## src/rtl/rr_access_scheduler.sv

```systemverilog
// Time-sliced round-robin scheduler for one single-owner resource.
// A grant lasts until the owner drops its request or QUANTUM cycles elapse,
// after which the resource is idle for one turnaround cycle before the next
// owner is chosen. Arbitration starts just after the most recent owner, so
// the previous owner always has the lowest priority.
module rr_access_scheduler #(
    parameter int N       = 4,
    parameter int QUANTUM = 8
) (
    input  logic                 clk,
    input  logic                 reset_n,
    input  logic                 enable,
    input  logic [N-1:0]         req,
    output logic [N-1:0]         grant,
    output logic                 busy,
    output logic [$clog2(N)-1:0] owner_id,
    output logic                 expired
);

    localparam int IW = $clog2(N);
    localparam int CW = $clog2(QUANTUM + 1);
    localparam logic [CW-1:0] QMAX = CW'(QUANTUM);

    typedef enum logic [1:0] {
        ST_IDLE,
        ST_OWN,
        ST_GAP
    } state_e;

    state_e          state_q;
    logic [IW-1:0]   last_q;
    logic [CW-1:0]   cnt_q;
    logic [CW-1:0]   cnt_d;
    logic [N-1:0]    grant_q;
    logic            busy_q;
    logic [IW-1:0]   owner_q;
    logic            expired_q;

    logic            win_valid;
    logic [IW-1:0]   win_idx;
    logic [IW-1:0]   cand;
    logic [N-1:0]    win_onehot;
    logic            arb_take;

    assign grant    = grant_q;
    assign busy     = busy_q;
    assign owner_id = owner_q;
    assign expired  = expired_q;

    assign cnt_d    = cnt_q + CW'(1);
    assign arb_take = enable & win_valid;

    // Round-robin search: scan from last+N down to last+1 so the closest
    // requester after the previous owner overwrites every farther one.
    always_comb begin
        // NOTE: every combinational output gets a default before any branch,
        // otherwise a path that skips the assignment infers a latch.
        win_valid  = 1'b0;
        win_idx    = last_q;
        cand       = last_q;
        win_onehot = '0;
        for (int k = N; k >= 1; k--) begin
            cand = IW'((int'(last_q) + k) % N);
            if (req[cand]) begin
                win_valid = 1'b1;
                win_idx   = cand;
            end
        end
        win_onehot[win_idx] = 1'b1;
    end

    // Ownership FSM with all outputs registered.
    always_ff @(posedge clk or negedge reset_n) begin
        // NOTE: state is updated with non-blocking assignments so every
        // register samples values from before the edge, independent of
        // statement order.
        if (!reset_n) begin
            state_q   <= ST_IDLE;
            last_q    <= IW'(N - 1);
            cnt_q     <= '0;
            grant_q   <= '0;
            busy_q    <= 1'b0;
            owner_q   <= '0;
            expired_q <= 1'b0;
        end else begin
            case (state_q)
                ST_IDLE, ST_GAP: begin
                    expired_q <= 1'b0;
                    if (arb_take) begin
                        grant_q <= win_onehot;
                        busy_q  <= 1'b1;
                        owner_q <= win_idx;
                        last_q  <= win_idx;
                        cnt_q   <= CW'(1);
                        state_q <= ST_OWN;
                    end else begin
                        grant_q <= '0;
                        busy_q  <= 1'b0;
                        state_q <= ST_IDLE;
                    end
                end
                ST_OWN: begin
                    if (!req[owner_q]) begin
                        // Voluntary release wins over a coinciding quantum end.
                        grant_q   <= '0;
                        busy_q    <= 1'b0;
                        expired_q <= 1'b0;
                        state_q   <= ST_GAP;
                    end else if (cnt_q == QMAX) begin
                        grant_q   <= '0;
                        busy_q    <= 1'b0;
                        expired_q <= 1'b1;
                        state_q   <= ST_GAP;
                    end else begin
                        cnt_q <= cnt_d;
                    end
                end
                default: begin
                    grant_q   <= '0;
                    busy_q    <= 1'b0;
                    expired_q <= 1'b0;
                    state_q   <= ST_IDLE;
                end
            endcase
        end
    end

endmodule

```

## config.mk

```make
export PLATFORM = sky130hd
export DESIGN_NAME = rr_access_scheduler
export DESIGN_NICKNAME = d
export VERILOG_FILES = /design/src/rtl/rr_access_scheduler.sv
export SDC_FILE = /design/constraint.sdc
export NUM_CORES = 1
export LEC_CHECK = 0
export BUFFER_PORTS_ARGS = -buffer_cell sky130_fd_sc_hd__clkbuf_2
export CAP_MARGIN = 15
export CORE_UTILIZATION = 52
export CTS_CLUSTER_SIZE = 12
export DETAILED_ROUTE_END_ITERATION = 8
export HOLD_SLACK_MARGIN = 0.02
export PLACE_DENSITY = 0.88
export SLEW_MARGIN = 5
export SYNTH_ARGS = -nofsm -noshare
export SYNTH_HDL_FRONTEND = slang
export SYNTH_SLANG_ARGS = --single-unit
```

## constraint.sdc

```tcl
create_clock -name clk -period 1.75 [get_ports clk]
set_input_delay 0.175 -clock clk [delete_from_list [all_inputs] [get_ports clk]]
set_output_delay 0.175 -clock clk [all_outputs]
set_load 0.01 [all_outputs]
```

Word-level counts from Yosys, hierarchy flattened
Cells that the tools add are included.
{ "op_classes": {"n_addsub": 5, "multipliers": 0, "div_mod_pow": 0, "order_cmp": 7, "n_eq_ne": 7, "n_shift": 0, "muxes": 39, "bitwise": 1, "reduce_logical": 6} }
{ "op_table": {"columns": ["operator", "n"], "rows": [
  ["$mux 4", 6],
  ["$lt 2x3->1 const B", 6],
  ["$mux 1", 17],
  ["$pmux 4 s2", 2],
  ["$mux 2", 6],
  ["$bmux 1 s2", 5],
  ["$ne 2x2->1 const B", 3],
  ["$add 2x1->2 const B", 2],
  ["$add 2x2->2 const B", 2],
  ["$add 4x1->4 const B", 1],
  ["$eq 4x4->1 const B", 1],
  ["$pmux 2 s2", 1],
  ["$reduce_and 4->1", 1],
  ["$ne 3x3->1 const B", 1],
  ["$demux 1 s2", 1],
  ["$eq 2x1->1 const B", 1],
  ["$eq 2x2->1 const B", 1],
  ["$ge 2x1->1 const B", 1],
  ["$logic_not 2->1", 1],
  ["$pmux 1 s2", 1],
  ["$reduce_and 2->1", 1],
  ["$reduce_bool 2->1", 1],
  ["$reduce_or 2->1", 1],
  ["$and 1x1->1", 1],
  ["$logic_and 1x1->1", 1]
]} }
{ "word_totals": {"regBits": 16, "latch_bits": 0, "ram_bits": 0, "romBits": 0, "inputBits": 7, "output_inout_bits": 8, "wordCells": 72, "n_memories": 0} }

Longest topological paths before layout
Gate-level depths: netlist of the first run.
{ "logic_depth": {"word_depth": 13, "depth_mapped": 7, "ltp_nobuf": 6} }

Worst setup path after synthesis of the first run
No wires, ideal clock.
{ "synth_timing": {"kind": "flip-flop to flip-flop", "startpoint": "register owner_q[1] (netlist: owner_id[1])", "endpoint": "register grant_q[2] (netlist: grant[2])", "setup_time_ns": 0.121, "arrival_ns": 1.493, "t_required_ns": 1.629, "setup_slack_ns": 0.136, "stages_incl_launch_ff": 5, "n_path_buf": 1, "period_less_slack_ns": 1.614, "path_cell_list": "dfrtp_1 mux4_2 and3_1 buf_2 a22o_1"} }
{ "synth_between": {"elab_chain_cells": 4} }
{ "synth_lines": {"columns": ["item", "line_no", "rtl"], "rows": [
  ["start: declaration", "36", "logic [IW-1:0] owner_q;"],
  ["start signal: assignment", "92", "owner_q <= win_idx;"],
  ["$bmux 1 s2 *", "103", "if (!req[owner_q]) begin"],
  ["$mux 1 (implied by the code) *", "103", null],
  ["$mux 4", "103", null],
  ["$pmux 4 s2", "86", "case (state_q)"],
  ["end signal: assignment", "90", "grant_q <= win_onehot;"],
  ["end: declaration", "34", "logic [N-1:0] grant_q;"]
]} }
Every way passes the cells marked *; elsewhere a longest branch is shown, timed or not. The select of a mux whose other input is x is not followed.
A chain may end at the register's enable or synchronous reset.

Worst setup path in the final report of the first run
Ends and elaborated chain as after synthesis.

==> results.py, run 1 <==
metrics = {
    "clocking": {
        "cts_tree": "yes",
        "clk_latency_ns": 0.28,
        "clock_sinks": 16,
        "path_clk_slew_ns": 0.09,
        "hold_buffers": 1,
        "htree_levels": 1,
        "numCtsBuffers": 3,
        "ctsRootBufferMaster": "clkbuf_4",
        "cts_resized": 0,
        "cts.repair_timing.setup_buffer_count": 0,
        "cts_buffer_depth": 2,
    },
    "critical_path": {
        "cp-endpoint": "grant[2]",
        "rrSetupSlack_ns": 0.13,
        "worstPathRequired_ns": 1.92,
        "crit_start": "owner_id[1]",
        "crit_type": "reg2reg",
        "reg2reg_from": "owner_id[1]",
        "cp-end-kind": "flip-flop",
        "start_kind": "flip-flop",
        "worstRegToRegCells": 3,
        "arrival_ns": 1.79,
        "worst-path-max-fanout": 10,
        "reg2reg_to": "grant[2]",
    },
    "sta": {
        "fin_skew_ns": 0.00243,
        "rsz0062_at_grt": "false",
        "slew_violations": 0,
        "setup_viol": 0,
        "worst_pin_slew_ns": 0.408,
        "fmax_ghz": 0.617,
        "min_period_ns": 1.62,
        "slew_headroom_pct": 72.8,
        "timing.final.crit_share_pct": 92.6,
        "fin_setup_tns_ns": 0,
        "hold_violations": 0,
    },
    "power": {
        "powerDensity_nw_per_um2": 1580,
        "irDropWorstVdd_mv": 1.13,
        "leakage_nw": 0.455,
    },
    "synthesis": {
        "syn_area_per_cell_um2": 10.5,
        "yosysWarnings": 0,
        "ys_ff_latch": 16,
        "synth_cell_types": 30,
        "netlist_instances": 74,
        "syn_area_um2": 779,
        "synth_area_leaders": "dfrtp_1 (45%), dfstp_2 (6.7%), a21oi_1 (3.9%), nand2_1 (3.9%), ha_1 (3.2%)",
        "netlist.area_leader.share_pct": 44.9,
        "synth_top_area_cell": "dfrtp_1",
        "ys_seq_area_share_pct": 51.7,
        "synth_nets": 83,
    },
    "die": {
        "rows": 13,
        "core_um2": 1350,
        "die_h_um": 40.7,
        "die_width_um": 40.7,
        "boundaryPins": 15,
        "initial_core_util_pct": 57.7,
        "die_area_um2": 1660,
    },
    "detailed_routing": {
        "drt_iter0_drc": 12,
        "routed_wl_um": 1470,
        "viasPerCell": 5.68,
        "dr.pass1.iters": 4,
        "ant_nets": 0,
        "drcViolationCount": 0,
        "vias": 613,
        "wl_per_cell_um": 13.6,
    },
    "place": {
        "dpl.hpwl_um": 1090,
        "routabilityCongestion": 0.867,
        "io_buffers": 14,
        "placed_cells": 103,
    },
    "global_route": {
        "antenna_found_initial": 0,
        "track_usage_pct": 22.5,
        "gr-total-overflow": 0,
        "grt_pass1_wl_um": 2420,
        "grt_max_degree": 17,
        "grt_pass1_vias": 591,
    },
    "cells_and_area": {
        "synthToLayoutAreaGrowth_pct": 17.5,
        "mostFrequentLayoutCells": "dfrtp_1 (14), clkbuf_2 (14), nand2_1 (8)",
        "drive_above_1_share_pct": 26.9,
        "num-nets-final": 103,
        "stdcell_count": 108,
        "insertedDiodeCount": 0,
    },
    "hold_path": {
        "hold_path_class": "in2async",
    },
    "outcome": {
        "status": "complete, no violations",
    },
    "flow_run": {
        "maxCapViolCount": 0,
    },
}
[how the worst min path moves through the flow]
| stage | to | slack [ns] | depth (start not counted) |
|---|---|---|---|
| after floorplan | busy | -0.12 | 0 |
| after global placement | cnt_q[3] | 0.11 | 1 |
| after detailed placement | cnt_q[3] | 0.12 | 1 |
| after CTS | cnt_q[3] | 0.34 | 2 |
| after global routing | expired | 0.40 | 2 |
| final | cnt_q[2] | 0.34 | 2 |
[through the flow]
step	utilization [%]	setup slack, ns	total power, W	instance area [um2]	hold WS (ns)
CTS	67.8	0.118	0.00147	916	0.344
floorplan	-	0.136	0.00104	779	-0.121
global route	67.8	0.0160	0.00157	916	0.403
finish	67.8	0.129	0.00145	916	0.343
global placement	64.4	0.191	0.00119	870	0.110
detailed placement	64.4	0.139	0.00122	870	0.118
[logic make-up (layout without fill, tap and decap cells)]
group / after synthesis / after routing / synth area share (%)
multiplexers: 2 / 2 / 4.17
adder cells (fa/ha/maj): 2 / 2 / 3.21
AO/OA/AOI/OAI: 19 / 19 / 16.9
flip-flops: 16 / 16 / 51.7
AND/OR/NAND/NOR: 29 / 29 / 19.9
buffers and inverters: 6 / 25 / 4.17
[synth_stat cells (all sizes together)]
master / instances
o211ai: 1
nor2b: 2
ha: 2
and3: 1
a32o: 1
a21oi: 6
a21o: 3
and3b: 2
or4: 1
mux2i: 1
nor3b: 1
mux4: 1
nand3b: 2
nand2: 8
or3: 1
inv: 3
buf: 3
or2: 1
nand3: 3
nor2: 4
a22o: 1
a21boi: 1
nand2b: 1
nor3: 2
dfrtp: 14
dfstp: 2
o21ai: 2
o31ai: 4
[final cells by class]
| cell class | count | area [um2] |
|---|---|---|
| Clock buffer | 4 | 36.3 |
| Fill cell | 116 | 434 |
| Inverter | 3 | 11.3 |
| Multi-Input combinational cell | 52 | 344 |
| Sequential cell | 16 | 403 |
| Tap cell | 15 | 18.8 |
| Timing Repair Buffer | 18 | 103 |
[flip-flops by register name (all words and copies together) (netlist names)]
signal	count
expired	1
last_q	2
cnt_q	4
state_q	2
busy	1
owner_id	2
grant	4
[metal layers]
metal  wire length [um]  part of all wire [%]  GRT usage [%]
met3                 51                   3.5           3.80
met4                 11                  0.75           11.7
met2                719                    49           38.1
met1                691                    47           27.3
met5                  0                     0              0
[critical path, stage by stage (launching register included)]
cell     delay [ns]
dfrtp_1        0.40
mux4_2         0.55
and3_1         0.29
a22o_1         0.27
[power breakdown]
group | internal (W) | switching (W) | total [W] | leakage, nW
registers | 0.000525 | 0.000120 | 0.000645 | 0.202
logic | 0.000273 | 0.000295 | 0.000568 | 0.232
clock network | 0.000126 | 0.000111 | 0.000237 | 0.0210
total | 0.000924 | 0.000526 | 0.00145 | 0.455
Power figures use the tool's default switching activity.
==> inputs of run 2 (changes only) <==
Settings changed: CELL_PAD_IN_SITES_DETAIL_PLACEMENT set to 1, CELL_PAD_IN_SITES_GLOBAL_PLACEMENT set to 2, CORE_ASPECT_RATIO set to 1.5, CORE_UTILIZATION 52 to 33.
==> run 2 against run 1 <==
Hold slack lost 0.0013 ns. Largest cell class unchanged. Count of clock-buffer cells in the layout unchanged. Global-route usage is 8.2 points lower. Combinational power rose by 1%. Non-clock buffer count stayed put.
==> results.py, run 2 (same netlist as run 1, synthesis figures left out) <==
metrics = {
    "detailed_routing": {
        "routed_wl_um": 1590,
        "drt_iter0_drc": 2,
        "ant_nets": 0,
        "drcViolationCount": 0,
        "vias": 615,
        "dr.pass1.iters": 2,
        "wl_per_cell_um": 13.7,
        "viasPerCell": 5.30,
    },
    "global_route": {
        "track_usage_pct": 14.3,
        "grt_max_degree": 17,
        "antenna_found_initial": 0,
        "grt_pass1_vias": 652,
        "grt_pass1_wl_um": 2810,
        "gr-total-overflow": 0,
    },
    "critical_path": {
        "critPathMaxStageDelay_ns": 0.56,
        "worstPathRequired_ns": 1.93,
        "crit_type": "reg2reg",
        "arrival_ns": 1.83,
        "cp-end-kind": "flip-flop",
        "crit_path_cell_trace": "mux4_2 > and3_1 > a22o_1",
        "worst-path-max-fanout": 10,
        "crit_path_top_delay_cell": "mux4_2",
        "start_kind": "flip-flop",
    },
    "sta": {
        "hold_violations": 0,
        "setup_viol": 0,
        "rsz0062_at_grt": "false",
        "timing.final.crit_share_pct": 94.3,
        "fmax_ghz": 0.606,
        "worst_pin_slew_ns": 0.405,
        "fin_setup_tns_ns": 0,
        "fin_skew_ns": 0.00415,
        "slew_violations": 0,
        "min_period_ns": 1.65,
        "fin_hold_ws_ns": 0.342,
        "slew_headroom_pct": 73.0,
    },
    "clocking": {
        "htree_levels": 1,
        "cts_resized": 0,
        "ctsRootBufferMaster": "clkbuf_4",
        "cts_buffer_depth": 2,
        "clock_sinks": 16,
        "cts_tree": "yes",
        "clk_latency_ns": 0.28,
        "numCtsBuffers": 3,
        "path_clk_slew_ns": 0.10,
    },
    "power": {
        "powerDensity_nw_per_um2": 1580,
        "leakage_nw": 0.455,
        "irDropWorstVdd_mv": 0.643,
        "power_w": 0.00146,
    },
    "die": {
        "rows": 21,
        "initial_core_util_pct": 34.9,
        "die_width_um": 41.7,
        "die_area_um2": 2560,
        "boundaryPins": 15,
        "core_um2": 2230,
        "die_h_um": 61.5,
    },
    "cells_and_area": {
        "fillCellCount": 262,
        "mostFrequentLayoutCells": "dfrtp_1 (14), clkbuf_2 (14), nand2_1 (8)",
        "synthToLayoutAreaGrowth_pct": 18.8,
        "regArea_um2": 403,
        "drive_above_1_share_pct": 26.9,
        "multiInputGateArea_um2": 344,
        "insertedDiodeCount": 0,
        "num-nets-final": 103,
    },
    "place": {
        "io_buffers": 14,
        "routabilityCongestion": 0.700,
        "dpl.hpwl_um": 1250,
    },
    "outcome": {
        "status": "complete, no violations",
    },
    "hold_path": {
        "hold_path_class": "in2async",
    },
    "flow_run": {
        "maxCapViolCount": 0,
    },
}
## run 2: cell counts in the layout (fill, tap and decap cells not counted)
No cell type changed its count.
## run 2: layer usage
metal  GRT usage [%]  up-vias  routed length [um]
met5               0        -                   0
met4            5.53        0                   5
met3            2.05        2                  46
met2            26.1        8                 855
met1            17.2      302                 680
li1                -      303                   -
## run 2: worst max-delay path, delay by kind of cell, from the launching register on
family,cells,cell delay [ns]
multiplexers,1,0.56
flip-flops,1,0.41
AND/OR/NAND/NOR,1,0.31
AO/OA/AOI/OAI,1,0.28
## run 2: cell type report
cell class / count / area share, %
Sequential cell: 16 / 43.5
Multi-Input combinational cell: 52 / 37.2
Timing Repair Buffer: 18 / 11.1
Clock buffer: 4 / 3.92
Tap cell: 23 / 3.11
Inverter: 3 / 1.22
## run 2: final timing paths
path	from	endpoint	slack, ns	cells past startpoint
hold reg to reg	busy	busy	0.48	2
min in group clk	enable	cnt_q[2]	0.35	4
setup / recovery	owner_id[1]	grant[2]	0.10	3
setup reg to reg	owner_id[1]	grant[2]	0.10	3
max in group asynchronous	reset_n	last_q[1]	1.08	2
hold / removal	reset_n	cnt_q[1]	0.34	2
## run 2: power by group
group | internal (W) | switching, W
Clock | 0.000126 | 0.000114
Sequential | 0.000524 | 0.000122
Combinational | 0.000273 | 0.000301
## run 2: what timing repair did
item | in CTS | in global routing
setup buffers | 0 | 0
endpoints found under the hold margin | 14 | 0
hold buffers | 1 | 0
## run 2: metrics by stage
step	cells	worst slack (ns)	instance area (um2)	utilization, %
floorplan	74	0.136	779	-
global placement	111	0.175	880	39.4
detailed placement	111	0.101	880	39.4
CTS	116	0.0903	926	41.5
global route	116	0.0103	926	41.5
finish	116	0.100	926	41.5
